### config.mk
export PLATFORM = sky130hd
export DESIGN_NAME = sync_fifo
export DESIGN_NICKNAME = d
export VERILOG_FILES = /design/src/rtl/sync_fifo.sv
export SDC_FILE = /design/constraint.sdc
export NUM_CORES = 1
export LEC_CHECK = 0
export CORE_ASPECT_RATIO = 1.4
export CORE_MARGIN = 1
export CORE_UTILIZATION = 49
export DETAILED_ROUTE_END_ITERATION = 16
export PLACE_DENSITY_LB_ADDON = 0.3
export SYNTH_ARGS = -nofsm -noshare
export SYNTH_HDL_FRONTEND = slang
export SYNTH_SLANG_ARGS = --single-unit
### constraint.sdc
create_clock -name clk -period 5.4 [get_ports clk]
set_clock_uncertainty 0.1 [all_clocks]
set_input_delay 1.08 -clock clk [delete_from_list [all_inputs] [get_ports clk]]
set_output_delay 1.08 -clock clk [all_outputs]
set_load 0.02 [all_outputs]
### src/rtl/sync_fifo.sv
// Synchronous FIFO holding golden results for result_checker.
// Storage is not reset; pointers and level are. clear empties the FIFO and wins over push/pop.
module sync_fifo #(
  parameter int WIDTH = 32,
  parameter int DEPTH = 8
) (
  input  logic                     clk,
  input  logic                     reset,
  input  logic                     clear,
  input  logic                     push,
  input  logic                     pop,
  input  logic [WIDTH-1:0]         wdata,
  output logic [WIDTH-1:0]         rdata,
  output logic                     full,
  output logic                     empty,
  output logic [$clog2(DEPTH):0]   level
);

  localparam int AW = $clog2(DEPTH);

  logic [WIDTH-1:0] mem_r [DEPTH];
  logic [AW-1:0]    wr_ptr_r;
  logic [AW-1:0]    rd_ptr_r;
  logic [AW:0]      level_r;
  logic             push_s;
  logic             pop_s;

  assign push_s = push && !full && !clear;
  assign pop_s  = pop && !empty && !clear;

  assign rdata = mem_r[rd_ptr_r];
  assign full  = (level_r == (AW+1)'(DEPTH));
  assign empty = (level_r == (AW+1)'(0));
  assign level = level_r;

  // Storage write port
  always_ff @(posedge clk) begin
    if (push_s) begin
      mem_r[wr_ptr_r] <= wdata;
    end
  end

  // Pointers wrap naturally because DEPTH is a power of two
  always_ff @(posedge clk or posedge reset) begin
    if (reset) begin
      wr_ptr_r <= AW'(0);
      rd_ptr_r <= AW'(0);
      level_r  <= (AW+1)'(0);
    end else if (clear) begin
      wr_ptr_r <= AW'(0);
      rd_ptr_r <= AW'(0);
      level_r  <= (AW+1)'(0);
    end else begin
      if (push_s) begin
        wr_ptr_r <= wr_ptr_r + AW'(1);
      end
      if (pop_s) begin
        rd_ptr_r <= rd_ptr_r + AW'(1);
      end
      case ({push_s, pop_s})
        2'b10:   level_r <= level_r + (AW+1)'(1);
        2'b01:   level_r <= level_r - (AW+1)'(1);
        default: level_r <= level_r;
      endcase
    end
  end

endmodule

==> flow_summary.json <==
{
  "outcome": "completed",
  "ioPinCount": 75,
  "place_congestion": 0.6974,
  "grt_usage_pct": 18.37,
  "wl_um": 19170,
  "rows": 62,
  "p_leak_nw": 3.838,
  "cts_max_level": 1,
  "hold_depth": 2,
  "synth-edff-count": 256,
  "p_total_mw": 5.143,
  "io_buffer_count": 74,
  "post_cts_resized": 0,
  "floorplan.die_area_um2": 21610,
  "met2_length_um": 10250,
  "coreArea_um2": 20560,
  "yosysTopAreaCell": "edfxtp_1",
  "hold_violations": 0,
  "wl_met3_um": 1039,
  "yosysUniqueCellTypes": 36,
  "slew_violations": 0,
  "yosys-top-cells-area": "edfxtp_1 (75%), mux4_2 (14%), mux2_2 (3.5%), dfrtp_1 (2.4%), nor2_1 (0.58%)",
  "cellPowerDensity_nw_per_um2": 421.4,
  "tns_ns": 0,
  "worst_setup_path_start_kind": "flip-flop",
  "firstDrtPassIters": 4,
  "timing.rr.end": "level[3]",
  "tightest_slew_ns": 0.9852,
  "die_h_um": 173.5,
  "clock.fmax_ghz": 0.2294,
  "worst_hold_path.endpoint": "wr_ptr_r[0]",
  "layout_commonest_cell": "edfxtp_1",
  "grt_pass1_wl_um": 29970,
  "synth_nets": 490,
  "top_layer_used": "met5",
  "drt-initial-drc-count": 299,
  "cp.required_ns": 4.22,
  "worstPathArrival_ns": 3.18,
  "syn_inst": 448,
  "yosysWarningCount": 0,
  "finalSetupViolations": 0,
  "drive_gt1_share_pct": 28.80,
  "ys_ff_latch": 266,
  "die_w_um": 124.5,
  "antenna_cells": 0,
  "peakVddDrop_mv": 0.3341,
  "grt_max_degree": 38,
  "cts.clk_slew.worst_paths_ns": 0.06,
  "synth-async-reset-ratio_pct": 3.759,
  "ys.flop_type": "edfxtp_1",
  "dp_hpwl_um": 11320,
  "avgSynthCellArea_um2": 22.99,
  "worstSetupPathType": "flip-flop to primary output",
  "cts.path.max_buffers": 3,
  "drc": 0,
  "areaGrowthSynthToFinish_pct": 18.48,
  "m1WireLength_um": 7562,
  "period_share_pct": 80.72,
  "hp-start": "wr_ptr_r[0]",
  "rsz0062_at_grt": "false",
  "timing.reg2reg.setup_slack_ns": 2.21,
  "final_nets": 584,
  "post_cts_buffers": 0,
  "cp-end-kind": "primary output",
  "vias_per_cell": 5.740,
  "wl_per_cell_um": 23.52,
  "dr_total_vias": 4678,
  "syn_area_um2": 10300,
  "yosysTopAreaCellShare_pct": 74.64,
  "final_cell_mix": "edfxtp_1 (256), clkdlybuf4s50_1 (74), mux4_2 (64)",
  "initial_core_util_pct": 50.10,
  "cts_buffers": 25,
  "utilization_pct": 59.36,
  "tritoncts": "built",
  "overflow": 0,
  "min_path_type": "flip-flop to flip-flop",
  "fin_crit_ns": 4.359,
  "numClockSinks": 266,
  "antenna_found_initial": 1,
  "reg2reg_from": "level[0]",
  "cap_violations": 0,
  "cts-root-buf": "clkbuf_16",
  "r2r_cells": 8,
  "crit_fanout": 37,
  "hold_buffers": 0,
  "relSlewSlack_pct": 34.32,
  "clk_latency_ns": 0.50,
  "grt_pass1_vias": 5147,
  "ys_seq_area_share_pct": 77.07,
  "ant_nets": 0,
  "fill_cells": 1422
}
## kinds of logic after synthesis
group                    Yosys count  synth area share (%)
AO/OA/AOI/OAI                     10                0.9719
XOR/XNOR                           6                0.5103
adder cells (fa/ha/maj)            5                0.6803
buffers and inverters             25                 1.081
flip-flops                       266                 77.07
multiplexers                     100                 17.88
AND/OR/NAND/NOR                   36                 1.810
## cell usage after synthesis (2+ instances only)
cell type,instances
dfrtp_1,10
nand2b_1,2
xnor2_1,3
buf_2,8
inv_1,3
mux4_2,64
a211oi_1,2
nor3_1,3
mux2_2,32
nand2_1,3
edfxtp_1,256
a21oi_1,2
xor2_1,3
nor2_1,16
buf_1,3
nand3_1,2
ha_1,4
nor4_1,2
clkbuf_1,10
mux2i_1,4
## per-stage QoR
stage / area (µm²) / hold WS, ns / cells / setup slack, ns
3_5_place_dp: 11460 / 0.5341 / 771 / 1.488
4_1_cts: 12200 / 0.5501 / 815 / 0.9473
3_3_place_gp: 11460 / 0.4720 / 771 / 1.535
6_report: 12200 / 0.5374 / 815 / 1.041
5_1_grt: 12200 / 0.5780 / 815 / 0.8504
2_1_floorplan: 10300 / 0.4459 / 448 / 0.7692
## state kept, by name, indices dropped and copies added, names as in the netlist
register and cells:
mem_r 256, level 4, rd_ptr_r 3, wr_ptr_r 3
## power breakdown
group	internal (mW)	total, mW	switching (mW)
combinational	0.591	1.06	0.470
sequential	2.35	2.48	0.134
clock	0.898	1.60	0.701
total	3.84	5.14	1.31
## layout make-up
class / count / area (µm²) / area share (%)
inverter: 3 / 11.26 / 0.09228
clock inverter: 14 / 98.84 / 0.8100
clock buffer: 30 / 644.4 / 5.280
timing repair buffer: 89 / 878.3 / 7.198
sequential: 266 / 7944 / 65.10
tap: 256 / 320.3 / 2.625
multi-input combinational: 157 / 2306 / 18.90
## worst max-delay path, stage by stage, from the launching register on
cell and delay [ns]:
dfrtp_4 0.91, buf_12 0.34, mux4_2 0.55, mux2_2 0.30, clkdlybuf4s50_1 0.54
## layer usage
metal / global-route usage, % / vias up
li1: - / 2072
met1: 23.54 / 2446
met2: 32.07 / 135
met3: 3.364 / 23
met4: 5.221 / 2
met5: 0 / -
## worst max path at each step
stage / endpoint / start
floorplan: mem_r[0][0] / push
global placement: rdata[9] / rd_ptr_r[0]
detailed placement: mem_r[2][20] / push
CTS: rdata[21] / rd_ptr_r[0]
global route: rdata[0] / rd_ptr_r[0]
finish: rdata[0] / rd_ptr_r[0]
No activity file was read; power rests on OpenSTA's default activity.
==> variant (same settings) <==
The parameter `WIDTH` goes from 32 to 16.
--- a/src/rtl/sync_fifo.sv
+++ b/src/rtl/sync_fifo.sv
@@ -1,7 +1,7 @@
 // Synchronous FIFO holding golden results for result_checker.
 // Storage is not reset; pointers and level are. clear empties the FIFO and wins over push/pop.
 module sync_fifo #(
-  parameter int WIDTH = 32,
+  parameter int WIDTH = 16,
   parameter int DEPTH = 8
 ) (
   input  logic                     clk,
Interface: changed (resized rdata and wdata); port bits go from 75 to 43. The function was not compared with the original's and may differ.
==> variant against the original RTL <==
- combinational power down 41%
- die area down 46%
- total power down 43%
- synthesized cell count down 41%
- area after synthesis down 46%
- first-iteration DRC count down 57%
- worst setup slack better by 0.31 ns
- sequential cell count down 128
- final area down 45%
- wire length down 51%
- global-route usage down 0.74 points
- critical path type unchanged
- largest power group unchanged
==> variant: results (changes against the original RTL) <==
number of synthesized flops with an enable pin=128 (-50%); Crit-path slowest cell=mux4_2; vias in the first global route=2731 (-47%); PortBufs=42 (-43%); Via-to-Cell Ratio=5.57 (-2.9%); vias=2642 (-44%); aggregate global-route resource usage=0.176 (-0.00739); final hold slack=0.492 ns (-0.0458 ns); fin util=0.609 (+0.0154); dominant cells by area after synthesis=edfxtp_1 70%, mux4_2 13%, dfrtp_1 4.5%, mux2_2 3.3%, nor2_1 1.1%; initial antenna violation count=0 (-1); layout net count=346 (-41%); CTS Buffer Depth=2 (-1); outcome=completed; Mapped Avg Cell Area=20.9 um^2 (-9.0%); wire per inst=19.6 um (-16%); Post-synth top cells=128 x edfxtp_1, 32 x mux4_2, 16 x mux2_2, 16 x nor2_1, 10 x dfrtp_1; filler instances=799 (-44%); H-tree depth=4 (+3); max_slew headroom=0.377 (+0.0341); Crit path max-delay family=buffers and inverters; First-pass DRT Iterations=5 (+1); post-DP HPWL=5.47 mm (-52%); sequential fraction of the synthesis area=0.742 (-0.0290); first-pass GRT wire length=14.7 mm (-51%); Syn Nets=290 (-41%); Power Internal=0.00219 W (-43%); Post-Place Setup Slack=1.71 ns (+0.224 ns); crit path max fanout=24 (-35%); largest net degree at the start of global routing=35 (-7.9%); total CTS buffers=17 (-32%); synth warn=0 (unchanged); Worst VDD drop=0.264 mV (-21%); clk_lat worst skew=0.41 ns (-0.09 ns)
## variant: worst paths after layout
path	slack [ns]	depth (start not counted)	end	startpoint
worst max register to register	2.27	8	level[3]	level[0]
worst min-delay path	0.49	2	wr_ptr_r[0]	wr_ptr_r[0]
max in group asynchronous	4.06	2	rd_ptr_r[1]	reset
worst min register to register	0.49	2	wr_ptr_r[0]	wr_ptr_r[0]
worst max-delay path	1.35	4	rdata[8]	rd_ptr_r[0]
min in group asynchronous	0.84	2	level[0]	reset
## variant: cell families after synthesis
| family | count (synthesis) | synth area share |
|---|---|---|
| AO/OA/AOI/OAI | 10 | 0.0181 |
| XOR/XNOR | 6 | 0.00952 |
| adder cells (fa/ha/maj) | 5 | 0.0127 |
| buffers and inverters | 17 | 0.0138 |
| flip-flops | 138 | 0.742 |
| multiplexers | 52 | 0.170 |
| AND/OR/NAND/NOR | 36 | 0.0338 |
## variant: final cells by class
cell class / instances / share of cell area
clock buffers: 21 / 0.0662
clock inverters: 11 / 0.0120
inverters: 3 / 0.00169
multi-input cells: 109 / 0.204
flip-flops and latches: 138 / 0.616
well taps: 141 / 0.0265
repair buffers: 51 / 0.0733
## variant: layer usage
layer	GRT usage	up-vias	share of wire
li1	-	1193	-
met1	0.230	1366	0.44
met2	0.283	70	0.52
met5	0	-	0
met3	0.0458	13	0.035
met4	0.0781	0	0.013
## variant: worst min-delay path, cell delays in order (launching register included)
cell and delay (ns):
dfrtp_1 0.39, xor2_1 0.08, nor2_1 0.08
## variant: power groups by stage
stage	clock, W	combinational (W)	sequential [W]
after floorplan	0	0.000452	0.00130
after global placement	0	0.000627	0.00133
after detailed placement	0	0.000634	0.00134
after CTS	0.00103	0.000638	0.00131
after global routing	0.00107	0.000676	0.00132
final	0.00102	0.000627	0.00131
